File: config.mk
export PLATFORM = sky130hd
export DESIGN_NAME = golden_nonce_arbiter
export DESIGN_NICKNAME = d
export VERILOG_FILES = /design/src/rtl/golden_nonce_arbiter.sv
export SDC_FILE = /design/constraint.sdc
export NUM_CORES = 1
export LEC_CHECK = 0
export ABC_AREA = 1
export BUFFER_PORTS_ARGS = -buffer_cell sky130_fd_sc_hd__buf_2
export CAP_MARGIN = 20
export CORE_MARGIN = 2
export CORE_UTILIZATION = 35
export DETAILED_ROUTE_END_ITERATION = 16
export MAX_ROUTING_LAYER = met4
export PLACE_DENSITY = 0.49
export SYNTH_ARGS = -nofsm -noshare
export SYNTH_HDL_FRONTEND = slang
export SYNTH_SLANG_ARGS = --single-unit
File: constraint.sdc
create_clock -name hash_clk -period 4.2 [get_ports hash_clk]
set_input_delay 0.42 -clock hash_clk [delete_from_list [all_inputs] [get_ports hash_clk]]
set_output_delay 0.42 -clock hash_clk [all_outputs]
set_load 0.005 [all_outputs]
File: src/rtl/golden_nonce_arbiter.sv
// golden_nonce_arbiter
// Collects one-cycle golden-nonce strobes from NUM_CORES hashcores and queues
// them, tagged with the core index, into a small FIFO for a serial consumer.
// Each core has a holding register so that strobes never have to wait for the
// FIFO. Holding registers drain into the FIFO one per cycle, picked
// round-robin. A core that strobes again before its previous result is taken
// overwrites that result and raises a sticky overrun flag.
//
// Optional build macro:
//   GN_DEDUP_EN - drop a granted result whose nonce equals the last nonce
//                 pushed from the same core.

module golden_nonce_arbiter #(
    parameter int NUM_CORES  = 4,
    parameter int FIFO_DEPTH = 4
) (
    input  logic                      hash_clk,
    input  logic                      rst_n,
    input  logic [NUM_CORES-1:0]      gn_match,
    input  logic [32*NUM_CORES-1:0]   gn_nonce,
    output logic                      out_valid,
    input  logic                      out_ready,
    output logic [31:0]               out_nonce,
    output logic [2:0]                out_core,
    output logic [4:0]                fifo_count,
    output logic [NUM_CORES-1:0]      overrun,
    input  logic                      clr_overrun
);

    localparam int         PTR_W   = (FIFO_DEPTH > 1) ? $clog2(FIFO_DEPTH) : 1;
    localparam logic [4:0] DEPTH_C = 5'(FIFO_DEPTH);
    localparam logic [2:0] LAST_C  = 3'(NUM_CORES - 1);

    // Per-core holding registers
    logic [NUM_CORES-1:0] pend_q, pend_d;
    logic [31:0]          hold_q [NUM_CORES];
    logic [31:0]          hold_d [NUM_CORES];
    logic [NUM_CORES-1:0] overrun_q, overrun_d;
    logic [NUM_CORES-1:0] ovr_set;

    // Round-robin start index: the core after the last one granted
    logic [2:0]           rr_q, rr_d;

    // Grant of this cycle
    logic                 gnt_vld;
    logic [2:0]           gnt_idx;
    logic [31:0]          gnt_nonce;
    logic [NUM_CORES-1:0] gnt_oh;
    logic                 push;

    // Result FIFO; each entry is {core index, nonce}
    logic [34:0]          mem_q [FIFO_DEPTH];
    logic [PTR_W-1:0]     wr_ptr_q, wr_ptr_d;
    logic [PTR_W-1:0]     rd_ptr_q, rd_ptr_d;
    logic [4:0]           count_q, count_d;
    logic                 fifo_full;
    logic                 pop;
    logic [34:0]          head;

`ifdef GN_DEDUP_EN
    logic [31:0]          last_q [NUM_CORES];
    logic [31:0]          last_d [NUM_CORES];
    logic [31:0]          gnt_last;
`endif

    assign fifo_full = (count_q == DEPTH_C);
    assign pop       = (count_q != 5'd0) && out_ready;

    // Round-robin pick: search from rr_q upward first, then wrap to core 0.
    // Fullness is judged on the registered count, so a pop in the same cycle
    // does not open a slot for a grant.
    always_comb begin
        gnt_vld   = 1'b0;
        gnt_idx   = '0;
        gnt_nonce = '0;
        gnt_oh    = '0;
`ifdef GN_DEDUP_EN
        gnt_last  = '1;
`endif
        if (!fifo_full) begin
            for (int j = 0; j < NUM_CORES; j++) begin
                if (!gnt_vld && pend_q[j] && (j >= int'(rr_q))) begin
                    gnt_vld   = 1'b1;
                    gnt_idx   = 3'(j);
                    gnt_nonce = hold_q[j];
                    gnt_oh[j] = 1'b1;
`ifdef GN_DEDUP_EN
                    gnt_last  = last_q[j];
`endif
                end
            end
            for (int j = 0; j < NUM_CORES; j++) begin
                if (!gnt_vld && pend_q[j] && (j < int'(rr_q))) begin
                    gnt_vld   = 1'b1;
                    gnt_idx   = 3'(j);
                    gnt_nonce = hold_q[j];
                    gnt_oh[j] = 1'b1;
`ifdef GN_DEDUP_EN
                    gnt_last  = last_q[j];
`endif
                end
            end
        end
    end

    // Advance the round-robin pointer past the granted core
    always_comb begin
        rr_d = rr_q;
        if (gnt_vld) begin
            rr_d = (gnt_idx == LAST_C) ? 3'd0 : gnt_idx + 3'd1;
        end
    end

`ifdef GN_DEDUP_EN
    // A grant that repeats the core's previous pushed nonce is consumed silently
    always_comb begin
        push   = gnt_vld && (gnt_nonce != gnt_last);
        last_d = last_q;
        for (int k = 0; k < NUM_CORES; k++) begin
            if (push && gnt_oh[k]) begin
                last_d[k] = gnt_nonce;
            end
        end
    end
`else
    // Every grant goes into the FIFO
    always_comb begin
        push = gnt_vld;
    end
`endif

    // Holding register update: a new strobe always wins over the grant clear;
    // it only counts as an overrun when the old value is not leaving this edge.
    always_comb begin
        pend_d  = pend_q;
        hold_d  = hold_q;
        ovr_set = '0;
        for (int k = 0; k < NUM_CORES; k++) begin
            if (gn_match[k]) begin
                hold_d[k] = gn_nonce[32*k +: 32];
                pend_d[k] = 1'b1;
                if (pend_q[k] && !gnt_oh[k]) begin
                    ovr_set[k] = 1'b1;
                end
            end else if (gnt_oh[k]) begin
                pend_d[k] = 1'b0;
            end
        end
    end

    // Sticky overrun flags; a coincident new event survives the clear
    always_comb begin
        overrun_d = (clr_overrun ? '0 : overrun_q) | ovr_set;
    end

    // FIFO pointer and occupancy bookkeeping; pointers wrap naturally
    always_comb begin
        wr_ptr_d = wr_ptr_q;
        rd_ptr_d = rd_ptr_q;
        count_d  = count_q;
        if (push) begin
            wr_ptr_d = wr_ptr_q + PTR_W'(1);
        end
        if (pop) begin
            rd_ptr_d = rd_ptr_q + PTR_W'(1);
        end
        case ({push, pop})
            2'b10:   count_d = count_q + 5'd1;
            2'b01:   count_d = count_q - 5'd1;
            default: count_d = count_q;
        endcase
    end

    // Control state registers
    always_ff @(posedge hash_clk or negedge rst_n) begin
        if (!rst_n) begin
            pend_q    <= '0;
            overrun_q <= '0;
            rr_q      <= '0;
            wr_ptr_q  <= '0;
            rd_ptr_q  <= '0;
            count_q   <= '0;
            for (int k = 0; k < NUM_CORES; k++) begin
                hold_q[k] <= '0;
            end
        end else begin
            pend_q    <= pend_d;
            overrun_q <= overrun_d;
            rr_q      <= rr_d;
            wr_ptr_q  <= wr_ptr_d;
            rd_ptr_q  <= rd_ptr_d;
            count_q   <= count_d;
            for (int k = 0; k < NUM_CORES; k++) begin
                hold_q[k] <= hold_d[k];
            end
        end
    end

`ifdef GN_DEDUP_EN
    // Last pushed nonce per core; all-ones means nothing pushed yet
    always_ff @(posedge hash_clk or negedge rst_n) begin
        if (!rst_n) begin
            for (int k = 0; k < NUM_CORES; k++) begin
                last_q[k] <= '1;
            end
        end else begin
            for (int k = 0; k < NUM_CORES; k++) begin
                last_q[k] <= last_d[k];
            end
        end
    end
`endif

    // FIFO storage; contents need no reset since the output is gated by count
    always_ff @(posedge hash_clk) begin
        if (push) begin
            mem_q[wr_ptr_q] <= {gnt_idx, gnt_nonce};
        end
    end

    // Head presentation, forced to zero whenever the FIFO is empty
    always_comb begin
        head       = mem_q[rd_ptr_q];
        out_valid  = (count_q != 5'd0);
        out_nonce  = out_valid ? head[31:0]  : 32'd0;
        out_core   = out_valid ? head[34:32] : 3'd0;
        fifo_count = count_q;
        overrun    = overrun_q;
    end

endmodule

==> results_tabular.tex, run 1 <==
\begin{tabular}{lr}
\hline
Metric & Value \\
\hline
\multicolumn{2}{l}{\textbf{CTS}} \\
\quad Clk sink count & 283 \\
\quad Number of H-tree levels & 1 \\
\quad Buffers inserted during post-CTS setup optimization & 0 \\
\quad Clock buffer depth & 3 \\
\quad Count of instances resized after the clock tree is built & 0 \\
\quad Number of buffers inserted for hold repair after clock tree synthesis & 0 \\
\quad Later-pin clock latency in the skew report & 0.55 ns \\
\quad TritonCTS clock tree & yes \\
\quad CTS root buffer & sky130\_fd\_sc\_hd\_\_clkbuf\_16 \\
\quad Number of clock buffers inserted by TritonCTS & 31 \\
\quad Clock-pin transition on the worst setup and hold timing paths & about 0.06 ns \\
\multicolumn{2}{l}{\textbf{Critical path}} \\
\quad Endpoint kind of the worst setup timing path & flip-flop \\
\quad Required time of the critical path & between 4 and 5 ns \\
\quad Data arrival time of the worst path & 3.52 ns \\
\quad Critical-path cell with the highest stage delay & sky130\_fd\_sc\_hd\_\_dfrtp\_1 \\
\quad FF-to-FF setup slack & 1.0 ns \\
\quad Number of buffers and inverters on the critical path & 1 \\
\quad Crit-path max FO & 33 \\
\quad Family with the most delay on the worst path & simple AND/OR/NAND/NOR gates \\
\quad Critical path start-end classification & reg -> reg \\
\quad List of cells traversed by the critical path & nand2\_4 -> nand4\_4 -> nor2\_4 -> inv\_2 -> nand3\_1 -> nand2\_1 -> a21oi\_1 \\
\quad Startpoint types & flip-flop \\
\quad Largest stage delay, worst path & 0.73 ns \\
\multicolumn{2}{l}{\textbf{Die}} \\
\quad Starting density of the core & between 30\% and 40\% \\
\quad Horizontal die dimension & 199 um \\
\quad Number of placement rows & around 70 \\
\quad Core area & 0.0376 mm2 \\
\quad Number of top-level pins & 181 \\
\quad Height of the die & 199 um \\
\quad Area of the die & 0.0396 mm2 \\
\multicolumn{2}{l}{\textbf{Run status}} \\
\quad Violated checks & negative hold slack \\
\quad Run status & finished with violations \\
\multicolumn{2}{l}{\textbf{Timing}} \\
\quad Final Max Tran Viols & 0 \\
\quad Unrepaired setup endpoints after global routing & false \\
\quad Minimum clock period & 3.20 ns \\
\quad Worst-Margin Slew & a little under 1 ns \\
\quad Fin Hold WS & -0.00330 ns \\
\quad Worst slew margin relative to its limit & 34.5\% \\
\quad Final setup vio count & 0 \\
\quad Number of hold violations in the final report & 1 \\
\quad Slack of the critical path & 0.997 ns \\
\quad Setup TNS & 0 ns \\
\quad Fin Clk Skew & 0.0146 ns \\
\quad Maximum clock frequency & 312 MHz \\
\quad Share of the clock period used by the worst path after layout & 76.3\% \\
\multicolumn{2}{l}{\textbf{Global route}} \\
\quad Global routing usage on met2 & 27.7\% \\
\quad Via count of the first global-routing pass & 9936 \\
\quad Met3 track utilization from global routing & 2.45\% \\
\quad Wire length of the first global-routing pass & between 50000 and 60000 um \\
\quad Number of antenna violations at the first check in global routing & 0 \\
\quad Overall routing resource usage & 20.1\% \\
\quad Remaining global-route overflow & 0 \\
\quad Met1 track demand over resource & between 30\% and 40\% \\
\quad Largest net degree at the start of global routing & 100 \\
\quad Layer with the highest usage after global routing & met1 \\
\multicolumn{2}{l}{\textbf{Power and ir drop}} \\
\quad Fraction of power consumed by the clock network & 22.7\% \\
\quad P\_int & 7.28 mW \\
\quad Power density of the placed cells & about 760 mW/mm2 \\
\quad Comb pwr share & around two fifths \\
\quad Power after layout & 11.9 mW \\
\quad Maximum ir drop on the vdd rail & about 0.30 mV \\
\quad Proportion of power drawn by flip-flops and latches & between 30\% and 40\% \\
\quad Sw frac & 38.6\% \\
\quad Switch Pwr & 4.59 mW \\
\quad Cell leakage power & 7.12 nW \\
\multicolumn{2}{l}{\textbf{Synth}} \\
\quad Fraction of the yosys area taken by sequential cells & 58.3\% \\
\quad Number of synthesized register bits & 283 \\
\quad Mux cell area share after synthesis & 0\% \\
\quad Combinational family with the most area after synthesis & simple AND/OR/NAND/NOR gates \\
\quad Synthesized area divided by synthesized cell count & 8.69 um2 \\
\quad Post-synth net total & 1677 \\
\quad Simple-gate share of the synthesized area & 22.1\% \\
\quad Cells after Synth & around 1500 \\
\quad Post-Synth Adder-Cell Area & 0.752\% \\
\quad Xor/xnor cell area share of the yosys netlist & 0.460\% \\
\quad Compound-cell area share of the yosys netlist & 11.4\% \\
\quad Synth top area share & between 30\% and 40\% \\
\quad Post-synth top area cell & sky130\_fd\_sc\_hd\_\_edfxtp\_1 \\
\quad Main area contributors after synthesis & sky130\_fd\_sc\_hd\_\_edfxtp\_1, sky130\_fd\_sc\_hd\_\_dfrtp\_1, sky130\_fd\_sc\_hd\_\_nand2\_1 \\
\quad Warnings, synthesis & 0 \\
\quad Summed instance area of the synthesized netlist & between 0.01 and 0.015 mm2 \\
\quad Library cells used by synthesis & 34 \\
\multicolumn{2}{l}{\textbf{Layout}} \\
\quad Proportion of layout cells with a drive suffix above 1 & 18.7\% \\
\quad Number of antenna repair diodes & 0 \\
\quad Filler Cell Count & 3750 \\
\quad Final design area excluding fillers & between 0.015 and 0.02 mm2 \\
\quad Number of nets in the layout & 1816 \\
\quad Layout-stage area growth over the synthesis result & 17.9\% \\
\multicolumn{2}{l}{\textbf{Placement}} \\
\quad Post-place instance area & approximately 0.015 mm2 \\
\quad Post-place setup slack & 1.09 ns \\
\quad HPWL after detailed placement & 26400 um \\
\quad Routability congestion estimate & $\sim$0.93 \\
\quad PortBufs & around 180 \\
\multicolumn{2}{l}{\textbf{Routing}} \\
\quad ANT nets after route & 0 \\
\quad Total length of routed wires & approximately 38000 um \\
\quad Initial DRC count & 624 \\
\quad First-pass iteration count of the detailed router & 5 \\
\quad Post-route DRC violation count & 0 \\
\quad Drt via density & roughly 4.7 \\
\quad Routed vias & 10400 \\
\quad Average detailed-routed wire length per instance & 17.4 um \\
\multicolumn{2}{l}{\textbf{Hold path}} \\
\quad Min-Delay Path Class & in -> async \\
\multicolumn{2}{l}{\textbf{Flow run}} \\
\quad Max capacitance violation total & 0 \\
\hline
\end{tabular}
[cells by family (layout without fill, tap and decap cells)]
kind of cell	after synthesis	in the layout
and+or+nand+nor	717	717
AOI/OAI and AO/OA	287	287
other	1	1
xor gates and xnor gates	7	7
adders and majority gates	8	8
DFF	283	283
buffers and inverters	230	393
[routing by layer]
metal  up-vias  routed length, um
li1       5244                  -
met1      4833              20000
met2       273              16000
met3        44               1880
met4         0                593
met5         -                  0
[Yosys cell counts, drive strengths merged]
master,n
and2,1
buf,33
a31oi,1
conb,1
nand3,62
a21o,1
xor2,5
nand2,408
xnor2,2
nor2,219
dfrtp,147
edfxtp,136
a21oi,59
nand4,27
o31ai,1
ha,8
clkinv,2
inv,135
o21ai,225
clkbuf,60
[layout by cell type, fill, tap and decap left out, types with 2 or more instances in the layout]
cell type,n
sky130_fd_sc_hd__nand2_1,388
sky130_fd_sc_hd__nor2_1,212
sky130_fd_sc_hd__o21ai_0,193
sky130_fd_sc_hd__buf_2,178
sky130_fd_sc_hd__dfrtp_1,146
sky130_fd_sc_hd__edfxtp_1,136
sky130_fd_sc_hd__inv_1,114
sky130_fd_sc_hd__nand3_1,61
sky130_fd_sc_hd__a21oi_1,43
sky130_fd_sc_hd__clkbuf_16,31
sky130_fd_sc_hd__o21ai_1,28
sky130_fd_sc_hd__nand4_1,24
sky130_fd_sc_hd__inv_2,21
sky130_fd_sc_hd__nand2_2,19
sky130_fd_sc_hd__a21oi_2,16
sky130_fd_sc_hd__buf_4,16
sky130_fd_sc_hd__clkbuf_8,9
sky130_fd_sc_hd__ha_1,8
sky130_fd_sc_hd__clkbuf_1,8
sky130_fd_sc_hd__clkinv_1,6
sky130_fd_sc_hd__nor2_2,5
sky130_fd_sc_hd__xor2_1,5
sky130_fd_sc_hd__o21ai_2,4
sky130_fd_sc_hd__buf_12,3
sky130_fd_sc_hd__nand4_4,2
sky130_fd_sc_hd__nor2_4,2
sky130_fd_sc_hd__xnor2_1,2
sky130_fd_sc_hd__bufinv_16,2
sky130_fd_sc_hd__clkinvlp_4,2
[state kept, by name, summed over array words and instances (netlist names)]
name / count
fifo_count: 5
hold_q: 128
mem_q: 136
overrun: 4
pend_q: 4
rd_ptr_q: 2
rr_q: 2
wr_ptr_q: 2
[layout make-up]
| class | count | area (um2) | area share [%] |
|---|---|---|---|
| sequential | 283 | 7760 | 49.5 |
| inverter | 137 | 514 | 3.28 |
| multi-input combinational | 1020 | 4650 | 29.6 |
| clock buffer | 48 | 930 | 5.92 |
| clock inverter | 9 | 95.1 | 0.606 |
| timing repair buffer | 199 | 1110 | 7.07 |
| tap | 511 | 639 | 4.07 |
[metrics by stage]
step           std cells  util, %
6_report            2207     41.8
2_1_floorplan       1533        -
5_1_grt             2207     41.8
3_3_place_gp        2148     38.9
3_5_place_dp        2148     38.9
4_1_cts             2205     41.6
[power by group through the flow]
stage,logic (mW),clock network [mW],registers [mW]
after detailed placement,4.61,0,4.65
after global routing,5.19,2.87,4.69
after CTS,4.62,2.76,4.60
after floorplan,2.87,0,4.57
after global placement,4.56,0,4.66
final,4.57,2.69,4.60
[worst paths after layout]
check                              from     endpoint  depth (start not counted)
hold reg to reg               hold_q[7]    hold_q[7]                          2
setup reg to reg              pend_q[1]  mem_q[3][7]                          7
hold / removal                    rst_n   hold_q[10]                          1
setup / recovery              pend_q[1]  mem_q[3][7]                          7
max in group asynchronous         rst_n  hold_q[109]                          2
min in group hash_clk      gn_nonce[10]  hold_q[106]                          3
[worst register-to-register path: stages (launching register included)]
cell,delay (ns)
sky130_fd_sc_hd__dfrtp_1,0.73
sky130_fd_sc_hd__nand2_4,0.37
sky130_fd_sc_hd__nand4_4,0.17
sky130_fd_sc_hd__nor2_4,0.72
sky130_fd_sc_hd__inv_2,0.41
sky130_fd_sc_hd__nand3_1,0.20
sky130_fd_sc_hd__nand2_1,0.07
sky130_fd_sc_hd__a21oi_1,0.30
Power figures use the tool's default switching activity.
==> inputs of run 2 (changes only) <==
--- a/config.mk
+++ b/config.mk
@@ -5,7 +5,7 @@
 export SDC_FILE = /design/constraint.sdc
 export NUM_CORES = 1
 export LEC_CHECK = 0
-export ABC_AREA = 1
+export ABC_AREA = 0
 export BUFFER_PORTS_ARGS = -buffer_cell sky130_fd_sc_hd__buf_2
 export CAP_MARGIN = 20
 export CORE_MARGIN = 2
==> constraint.sdc (replaced) <==
create_clock -name hash_clk -period 2.97 [get_ports hash_clk]
set_input_delay 0.297 -clock hash_clk [delete_from_list [all_inputs] [get_ports hash_clk]]
set_output_delay 0.297 -clock hash_clk [all_outputs]
set_load 0.005 [all_outputs]
==> results_tabular.tex, run 2 <==
\begin{tabular}{lr}
\hline
Metric & Value \\
\hline
\multicolumn{2}{l}{\textbf{Critical path}} \\
\quad Startpoint types & flip-flop \\
\quad Largest stage delay, worst path & 0.49 ns (-0.24 ns) \\
\quad Critical-path cell with the highest stage delay & sky130\_fd\_sc\_hd\_\_nor4\_1 \\
\quad Critical R2R Capture & fifo\_count[4] \\
\quad FF-to-FF setup slack & 0.22 ns (-0.77 ns) \\
\quad Cells on worst reg2reg path & 12 (+5) \\
\quad Endpoint kind of the worst setup timing path & flip-flop \\
\quad Required time of the critical path & 3.36 ns (-1.15 ns) \\
\quad Critical path start-end classification & reg -> reg \\
\quad CP dominant cell by count & sky130\_fd\_sc\_hd\_\_ha\_1 \\
\quad Data arrival time of the worst path & 3.13 ns (-0.39 ns) \\
\quad Number of buffers and inverters on the critical path & 1 (unchanged) \\
\quad List of cells traversed by the critical path & nor4\_1 -> and2\_1 -> a21oi\_1 -> inv\_1 -> ha\_1 -> xor2\_1 -> ha\_1 -> nor2b\_1 -> a22oi\_1 -> o22ai\_1 -> nand2\_1 -> xnor2\_1 \\
\quad Family with the most delay on the worst path & simple AND/OR/NAND/NOR gates \\
\quad Startpoint of the worst-slack reg-to-reg timing path & fifo\_count[3] \\
\quad Crit-path max FO & 5 (-85\%) \\
\multicolumn{2}{l}{\textbf{Timing}} \\
\quad Setup TNS & 0 ns (unchanged) \\
\quad Minimum clock period & 2.75 ns (-0.456 ns) \\
\quad Fin Clk Skew & 0.00907 ns (-0.00550 ns) \\
\quad Share of the clock period used by the worst path after layout & 92.5\% (+16 points) \\
\quad Number of hold violations in the final report & 0 (-1) \\
\quad Final setup vio count & 0 (unchanged) \\
\quad Unrepaired setup endpoints after global routing & false \\
\quad Fin Hold WS & 0.0154 ns (+0.0187 ns) \\
\quad Worst-Margin Slew & 1.01 ns (+0.0255 ns) \\
\quad Worst slew margin relative to its limit & 32.8\% (-1.7 points) \\
\quad Final Max Tran Viols & 0 (unchanged) \\
\quad Maximum clock frequency & 364 MHz (+17\%) \\
\multicolumn{2}{l}{\textbf{Power and ir drop}} \\
\quad Power density of the placed cells & 1180 mW/mm2 (+56\%) \\
\quad Cell leakage power & 6.17 nW (-13\%) \\
\quad Maximum ir drop on the vdd rail & 0.518 mV (+71\%) \\
\multicolumn{2}{l}{\textbf{Synth}} \\
\quad Most used flip-flop cell after synthesis & sky130\_fd\_sc\_hd\_\_dfrtp\_1 \\
\quad Synth top area share & 31.3\% (+0.61 points) \\
\quad Post-synth top area cell & sky130\_fd\_sc\_hd\_\_edfxtp\_1 \\
\quad Synth cell count leaders & sky130\_fd\_sc\_hd\_\_dfrtp\_1, sky130\_fd\_sc\_hd\_\_edfxtp\_1, sky130\_fd\_sc\_hd\_\_mux2\_2 \\
\quad Post-synth net total & 1104 (-34\%) \\
\quad Synthesized area divided by synthesized cell count & 13.6 um2 (+57\%) \\
\quad Summed instance area of the synthesized netlist & 0.0131 mm2 (-1.9\%) \\
\quad Fraction of the yosys area taken by sequential cells & 59.4\% (+1.2 points) \\
\quad EDFF count, synth & 136 (unchanged) \\
\quad Cells after Synth & 960 (-37\%) \\
\quad Library cells used by synthesis & 48 (+41\%) \\
\quad Main area contributors after synthesis & sky130\_fd\_sc\_hd\_\_edfxtp\_1, sky130\_fd\_sc\_hd\_\_dfrtp\_1, sky130\_fd\_sc\_hd\_\_mux2\_2 \\
\quad Warnings, synthesis & 0 (unchanged) \\
\quad Number of synthesized register bits & 283 (unchanged) \\
\quad Async S/R FF share, synth & 51.9\% (unchanged) \\
\quad Most frequently used cell type in the post-synthesis netlist & sky130\_fd\_sc\_hd\_\_dfrtp\_1 \\
\multicolumn{2}{l}{\textbf{Placement}} \\
\quad PortBufs & 179 (unchanged) \\
\quad HPWL after detailed placement & 25500 um (-3.3\%) \\
\quad Cells after DPL & 1591 (-26\%) \\
\quad Routability congestion estimate & 0.790 (-15\%) \\
\quad Post-place instance area & 0.0147 mm2 (+0.79\%) \\
\multicolumn{2}{l}{\textbf{CTS}} \\
\quad Clk sink count & 283 (unchanged) \\
\quad Number of H-tree levels & 2 (+1) \\
\quad Clock buffer depth & 3 (unchanged) \\
\quad Later-pin clock latency in the skew report & 0.51 ns (-0.04 ns) \\
\quad Number of buffers inserted for hold repair after clock tree synthesis & 2 (+2) \\
\quad TritonCTS clock tree & yes \\
\quad Number of clock buffers inserted by TritonCTS & 34 (+9.7\%) \\
\quad Clock-pin transition on the worst setup and hold timing paths & 0.06 ns (about the same) \\
\quad CTS root buffer & sky130\_fd\_sc\_hd\_\_clkbuf\_16 \\
\quad Count of instances resized after the clock tree is built & 0 (unchanged) \\
\quad Buffers inserted during post-CTS setup optimization & 0 (unchanged) \\
\multicolumn{2}{l}{\textbf{Layout}} \\
\quad Final design area excluding fillers & 0.0158 mm2 (+0.53\%) \\
\quad Flip-flop count of the largest register, all copies and words added & 136 (unchanged) \\
\quad Largest reg by FF count & mem\_q \\
\quad Number of nets in the layout & 1305 (-28\%) \\
\quad Final core utilization & 43.0\% (+1.2 points) \\
\quad Final cell count without fillers & 1653 (-25\%) \\
\quad Most frequent standard cell in the layout excluding fill and tap cells & sky130\_fd\_sc\_hd\_\_buf\_2 \\
\quad Layout-stage area growth over the synthesis result & 20.8\% \\
\quad Proportion of layout cells with a drive suffix above 1 & 39.8\% (+21 points) \\
\quad Most frequent cells in the layout & sky130\_fd\_sc\_hd\_\_buf\_2, sky130\_fd\_sc\_hd\_\_dfrtp\_1, sky130\_fd\_sc\_hd\_\_edfxtp\_1 \\
\multicolumn{2}{l}{\textbf{Global route}} \\
\quad Via count of the first global-routing pass & 8991 (-9.5\%) \\
\quad Wire length of the first global-routing pass & 57100 um (-4.1\%) \\
\quad Remaining global-route overflow & 0 (unchanged) \\
\quad Number of antenna violations at the first check in global routing & 0 (unchanged) \\
\quad Overall routing resource usage & 20.1\% (-0.051 points) \\
\quad Largest net degree at the start of global routing & 84 (-16\%) \\
\multicolumn{2}{l}{\textbf{Hold path}} \\
\quad WHS Endpoint & hold\_q[17] \\
\quad Min-Delay Path Class & in -> reg \\
\quad Hold path startpoint & gn\_nonce[113] \\
\quad Cell count of the worst hold path & 2 \\
\multicolumn{2}{l}{\textbf{Routing}} \\
\quad First-pass iteration count of the detailed router & 5 (unchanged) \\
\quad ANT nets after route & 0 (unchanged) \\
\quad Initial DRC count & 676 (+8.3\%) \\
\quad Post-route DRC violation count & 0 (unchanged) \\
\quad Average detailed-routed wire length per instance & 22.9 um (+31\%) \\
\quad Routed vias & 9084 (-13\%) \\
\quad Drt via density & 5.50 (+17\%) \\
\quad Total length of routed wires & 37800 um (-1.6\%) \\
\multicolumn{2}{l}{\textbf{Die}} \\
\quad Height of the die & 197 um (-0.95\%) \\
\quad Area of the die & 0.0389 mm2 (-1.9\%) \\
\quad Number of top-level pins & 181 (unchanged) \\
\quad Number of placement rows & 70 (-1.4\%) \\
\quad Starting density of the core & 35.6\% (+0.15 points) \\
\quad Horizontal die dimension & 197 um (-0.95\%) \\
\quad Core area & 0.0367 mm2 (-2.3\%) \\
\multicolumn{2}{l}{\textbf{Run status}} \\
\quad Run status & finished, final reports clean \\
\multicolumn{2}{l}{\textbf{Flow run}} \\
\quad Max capacitance violation total & 0 (unchanged) \\
\hline
\end{tabular}
## run 2: worst max-delay path by stage
| stage | startpoint | to | slack, ns | depth (start not counted) |
|---|---|---|---|---|
| finish | fifo_count[3] | fifo_count[4] | 0.22 | 12 |
| global route | fifo_count[3] | fifo_count[4] | 0.03 | 12 |
| CTS | fifo_count[3] | fifo_count[4] | 0.20 | 12 |
| detailed placement | fifo_count[3] | fifo_count[4] | 0.22 | 12 |
| global placement | fifo_count[3] | fifo_count[4] | 0.31 | 12 |
| floorplan | fifo_count[1] | fifo_count[4] | 0.13 | 14 |
## run 2: layout make-up
type	count	area, um2
Inverter	7	26.3
Clock inverter	18	131
Sequential cell	283	7760
Timing Repair Buffer	250	1470
Fill cell	3428	20900
Multi-Input combinational cell	585	4920
Clock buffer	41	887
Antenna cell	1	2.50
Tap cell	468	586
## run 2: power breakdown
part	leakage, nW	total [mW]	switching, mW	internal (mW)
sequential	3.00	6.98	0.577	6.40
clock	0.497	3.81	1.59	2.22
combinational	2.68	7.81	4.37	3.44
total	6.17	18.6	6.53	12.1
## run 2: cell families after synthesis
group,Yosys count,synth area share (%)
buffers and inverters,92,3.03
AO/OA/AOI/OAI,202,11.2
multiplexers,163,17.0
XOR/XNOR,9,0.603
adder cells (fa/ha/maj),8,0.766
other,1,0.0287
AND/OR/NAND/NOR,202,8.00
flip-flops,283,59.4
## run 2: worst reg2reg max path: stages, from the launching register on
cell                      delay, ns
sky130_fd_sc_hd__dfrtp_1       0.42
sky130_fd_sc_hd__nor4_1        0.49
sky130_fd_sc_hd__and2_1        0.26
sky130_fd_sc_hd__a21oi_1       0.08
sky130_fd_sc_hd__inv_1         0.16
sky130_fd_sc_hd__ha_1          0.21
sky130_fd_sc_hd__xor2_1        0.15
sky130_fd_sc_hd__ha_1          0.22
sky130_fd_sc_hd__nor2b_1       0.19
sky130_fd_sc_hd__a22oi_1       0.09
sky130_fd_sc_hd__o22ai_1       0.16
sky130_fd_sc_hd__nand2_1       0.09
sky130_fd_sc_hd__xnor2_1       0.13
## run 2: stage by stage
stage / setup WS (ns) / total power [mW]
2_1_floorplan: 0.131 / 11.3
3_3_place_gp: 0.311 / 14.8
3_5_place_dp: 0.219 / 15.0
4_1_cts: 0.200 / 18.8
5_1_grt: 0.0333 / 19.7
6_report: 0.223 / 18.6
## run 2: routing by layer
| metal | track usage, % | share of wire [%] | up-vias |
|---|---|---|---|
| met5 | - | 0 | - |
| met4 | 5.54 | 2.2 | 0 |
| met3 | 2.66 | 5.0 | 52 |
| met2 | 29.6 | 46 | 344 |
| met1 | 29.2 | 47 | 4571 |
| li1 | - | - | 4117 |
==> inputs of run 3 (changes only) <==
--- a/config.mk
+++ b/config.mk
@@ -9,10 +9,10 @@
 export BUFFER_PORTS_ARGS = -buffer_cell sky130_fd_sc_hd__buf_2
 export CAP_MARGIN = 20
 export CORE_MARGIN = 2
-export CORE_UTILIZATION = 35
+export CORE_UTILIZATION = 55
 export DETAILED_ROUTE_END_ITERATION = 16
 export MAX_ROUTING_LAYER = met4
-export PLACE_DENSITY = 0.49
+export PLACE_DENSITY = 0.73
 export SYNTH_ARGS = -nofsm -noshare
 export SYNTH_HDL_FRONTEND = slang
 export SYNTH_SLANG_ARGS = --single-unit
==> results_tabular.tex, run 3 (synthesis results as in run 2) <==
\begin{tabular}{lr}
\hline
Metric & Value \\
\hline
\multicolumn{2}{l}{\textbf{Timing}} \\
\quad Worst slew margin relative to its limit & 27.6\% (-5.2 points) \\
\quad Fin Clk Skew & 0.00926 ns (+0.000191 ns) \\
\quad Share of the clock period used by the worst path after layout & 97.0\% (+4.5 points) \\
\quad Minimum clock period & 2.88 ns (+0.135 ns) \\
\quad Unrepaired setup endpoints after global routing & false \\
\quad Setup TNS & 0 ns (unchanged) \\
\quad Final setup vio count & 0 (unchanged) \\
\quad Maximum clock frequency & 347 MHz (-4.7\%) \\
\quad Number of hold violations in the final report & 0 (unchanged) \\
\quad Final Max Tran Viols & 0 (unchanged) \\
\quad Worst-Margin Slew & 1.09 ns (+0.0783 ns) \\
\multicolumn{2}{l}{\textbf{Power and ir drop}} \\
\quad Fraction of power consumed by the clock network & 20.5\% (about the same) \\
\quad P\_int & 11.6 mW (-3.6\%) \\
\quad Switch Pwr & 6.20 mW (-5.1\%) \\
\quad Cell leakage power & 6.40 nW (+3.6\%) \\
\quad Maximum ir drop on the vdd rail & 0.578 mV (+12\%) \\
\quad Power after layout & 17.8 mW (-4.1\%) \\
\quad Sw frac & 34.8\% (-0.34 points) \\
\quad Power density of the placed cells & 1090 mW/mm2 (-7.2\%) \\
\quad Proportion of power drawn by flip-flops and latches & 39.6\% (+2.1 points) \\
\quad Comb pwr share & 39.9\% (-2.1 points) \\
\multicolumn{2}{l}{\textbf{Global route}} \\
\quad Largest net degree at the start of global routing & 66 (-21\%) \\
\quad Global routing usage on met2 & 47.4\% (+18 points) \\
\quad Layer with the highest usage after global routing & met2 \\
\quad Met1 track demand over resource & 40.4\% (+11 points) \\
\quad Met3 track utilization from global routing & 5.58\% (+2.9 points) \\
\quad Overall routing resource usage & 30.6\% (+10 points) \\
\quad Wire length of the first global-routing pass & 55600 um (-2.6\%) \\
\quad Via count of the first global-routing pass & 9792 (+8.9\%) \\
\quad Number of antenna violations at the first check in global routing & 3 (+3) \\
\quad Remaining global-route overflow & 0 (unchanged) \\
\multicolumn{2}{l}{\textbf{CTS}} \\
\quad Number of H-tree levels & 1 (-1) \\
\quad CTS root buffer & sky130\_fd\_sc\_hd\_\_clkbuf\_16 \\
\quad Clk sink count & 283 (unchanged) \\
\quad Number of clock buffers inserted by TritonCTS & 29 (-15\%) \\
\quad TritonCTS clock tree & yes \\
\quad Clock-pin transition on the worst setup and hold timing paths & 0.06 ns (about the same) \\
\quad Later-pin clock latency in the skew report & 0.54 ns (+0.03 ns) \\
\quad Clock buffer depth & 3 (unchanged) \\
\multicolumn{2}{l}{\textbf{Critical path}} \\
\quad FF-to-FF setup slack & 0.09 ns (-0.13 ns) \\
\quad Data arrival time of the worst path & 3.11 ns (-0.02 ns) \\
\quad Startpoint of the worst-slack reg-to-reg timing path & pend\_q[2] \\
\quad Critical-path cell with the highest stage delay & sky130\_fd\_sc\_hd\_\_o41ai\_1 \\
\quad End of the critical path & mem\_q[0][13] \\
\quad Number of buffers and inverters on the critical path & 1 (unchanged) \\
\quad Family with the most delay on the worst path & compound AO/OA/AOI/OAI gates \\
\quad Required time of the critical path & 3.19 ns (-0.17 ns) \\
\quad List of cells traversed by the critical path & nor2\_1 -> o21ai\_0 -> buf\_4 -> or2\_2 -> o22ai\_1 -> o41ai\_1 \\
\quad Endpoint kind of the worst setup timing path & flip-flop \\
\quad Cells on worst reg2reg path & 6 (-6) \\
\quad Startpoint types & flip-flop \\
\quad Crit path depth & 6 (-6) \\
\quad Crit-path max FO & 21 (+16) \\
\quad Launching element of the worst setup path & pend\_q[2] \\
\quad Critical R2R Capture & mem\_q[0][13] \\
\quad Largest stage delay, worst path & 0.69 ns (+0.20 ns) \\
\quad Critical path start-end classification & reg -> reg \\
\multicolumn{2}{l}{\textbf{Layout}} \\
\quad Flip-flop count of the largest register, all copies and words added & 136 (unchanged) \\
\quad Proportion of layout cells with a drive suffix above 1 & 35.4\% (-4.3 points) \\
\quad Largest reg by FF count & mem\_q \\
\quad Number of nets in the layout & 1358 (+4.1\%) \\
\quad Most frequent standard cell in the layout excluding fill and tap cells & sky130\_fd\_sc\_hd\_\_buf\_2 \\
\quad Layout-stage area growth over the synthesis result & 24.8\% \\
\quad Most frequent cells in the layout & sky130\_fd\_sc\_hd\_\_buf\_2, sky130\_fd\_sc\_hd\_\_dfrtp\_1, sky130\_fd\_sc\_hd\_\_edfxtp\_1 \\
\multicolumn{2}{l}{\textbf{Routing}} \\
\quad Initial DRC count & 826 (+22\%) \\
\quad Drt via density & 6.22 (+13\%) \\
\quad Total length of routed wires & 36300 um (-4.1\%) \\
\quad Average detailed-routed wire length per instance & 23.3 um (+1.8\%) \\
\quad First-pass iteration count of the detailed router & 6 (+1) \\
\quad Post-route DRC violation count & 0 (unchanged) \\
\quad ANT nets after route & 0 (unchanged) \\
\quad Routed vias & 9681 (+6.6\%) \\
\multicolumn{2}{l}{\textbf{Die}} \\
\quad Height of the die & 158 um (-20\%) \\
\quad Area of the die & 0.0250 mm2 (-36\%) \\
\quad Number of top-level pins & 181 (unchanged) \\
\quad Horizontal die dimension & 158 um (-20\%) \\
\quad Number of placement rows & 56 (-20\%) \\
\quad Starting density of the core & 55.8\% (+20 points) \\
\quad Core area & 0.0234 mm2 (-36\%) \\
\multicolumn{2}{l}{\textbf{Placement}} \\
\quad PortBufs & 179 (unchanged) \\
\quad Routability congestion estimate & 0.902 (+14\%) \\
\quad HPWL after detailed placement & 22500 um (-12\%) \\
\multicolumn{2}{l}{\textbf{Hold path}} \\
\quad Hold path startpoint & gn\_nonce[56] \\
\quad Min-Delay Path Class & in -> reg \\
\multicolumn{2}{l}{\textbf{Run status}} \\
\quad Run status & finished, final reports clean \\
\multicolumn{2}{l}{\textbf{Flow run}} \\
\quad Max capacitance violation total & 0 (unchanged) \\
\hline
\end{tabular}
==> run 3: stage by stage <==
step / hold slack, ns / setup slack, ns / instance area (um2) / std cells / utilization (%)
final: 0.0142 / 0.0882 / 16300 / 1557 / 69.7
after detailed placement: 0.343 / 0.131 / 14400 / 1410 / 61.5
after global placement: 0.341 / 0.197 / 14400 / 1410 / 61.5
after floorplan: 0.00141 / 0.131 / 13100 / 960 / -
after CTS: 0.0000766 / 0.0953 / 16200 / 1552 / 69.4
after global routing: 0.00245 / 0.000117 / 16300 / 1557 / 69.7
==> run 3: how the worst min path moves through the flow <==
stage	endpoint	slack [ns]	depth (start not counted)
after floorplan	fifo_count[0]	0.001	0
after detailed placement	hold_q[37]	0.34	1
final	hold_q[88]	0.01	2
after global placement	hold_q[37]	0.34	1
after global routing	hold_q[41]	0.002	2
after CTS	hold_q[72]	0.00008	2
==> run 3: layout make-up <==
| type | instances | area, um2 |
|---|---|---|
| Antenna cell | 2 | 5.00 |
| Sequential cell | 283 | 7760 |
| Fill cell | 1630 | 7100 |
| Clock buffer | 38 | 805 |
| Timing Repair Buffer | 308 | 2200 |
| Clock inverter | 15 | 159 |
| Multi-Input combinational cell | 585 | 4940 |
| Tap cell | 319 | 399 |
| Inverter | 7 | 26.3 |
==> run 3: repair_timing <==
action / in CTS / in global routing
resized for setup: 0 / 5
setup endpoints to repair: 0 / 14
hold buffers: 89 / 3
hold endpoints to repair: 151 / 3
setup buffers: 0 / 0
==> run 3: routing by layer <==
layer / vias to the layer above / share of wire (%)
li1: 4217 / -
met1: 4734 / 40
met2: 611 / 47
met3: 119 / 9.4
met4: 0 / 3.8
met5: - / 0
==> run 3: worst register-to-register path: cells and delay by family (launching register included) <==
kind,cells,cell delay (ns)
simple gates,2,0.70
buf+inv,1,0.22
flops,1,0.55
compound gates,3,1.11
==> run 3: power by group through the flow <==
stage | Clock (mW) | Sequential [mW] | Combinational [mW]
after floorplan | 0 | 6.77 | 4.55
after global placement | 0 | 7.02 | 6.73
after detailed placement | 0 | 7.11 | 6.90
after CTS | 3.71 | 7.05 | 7.04
after global routing | 3.88 | 7.20 | 7.73
final | 3.65 | 7.06 | 7.12
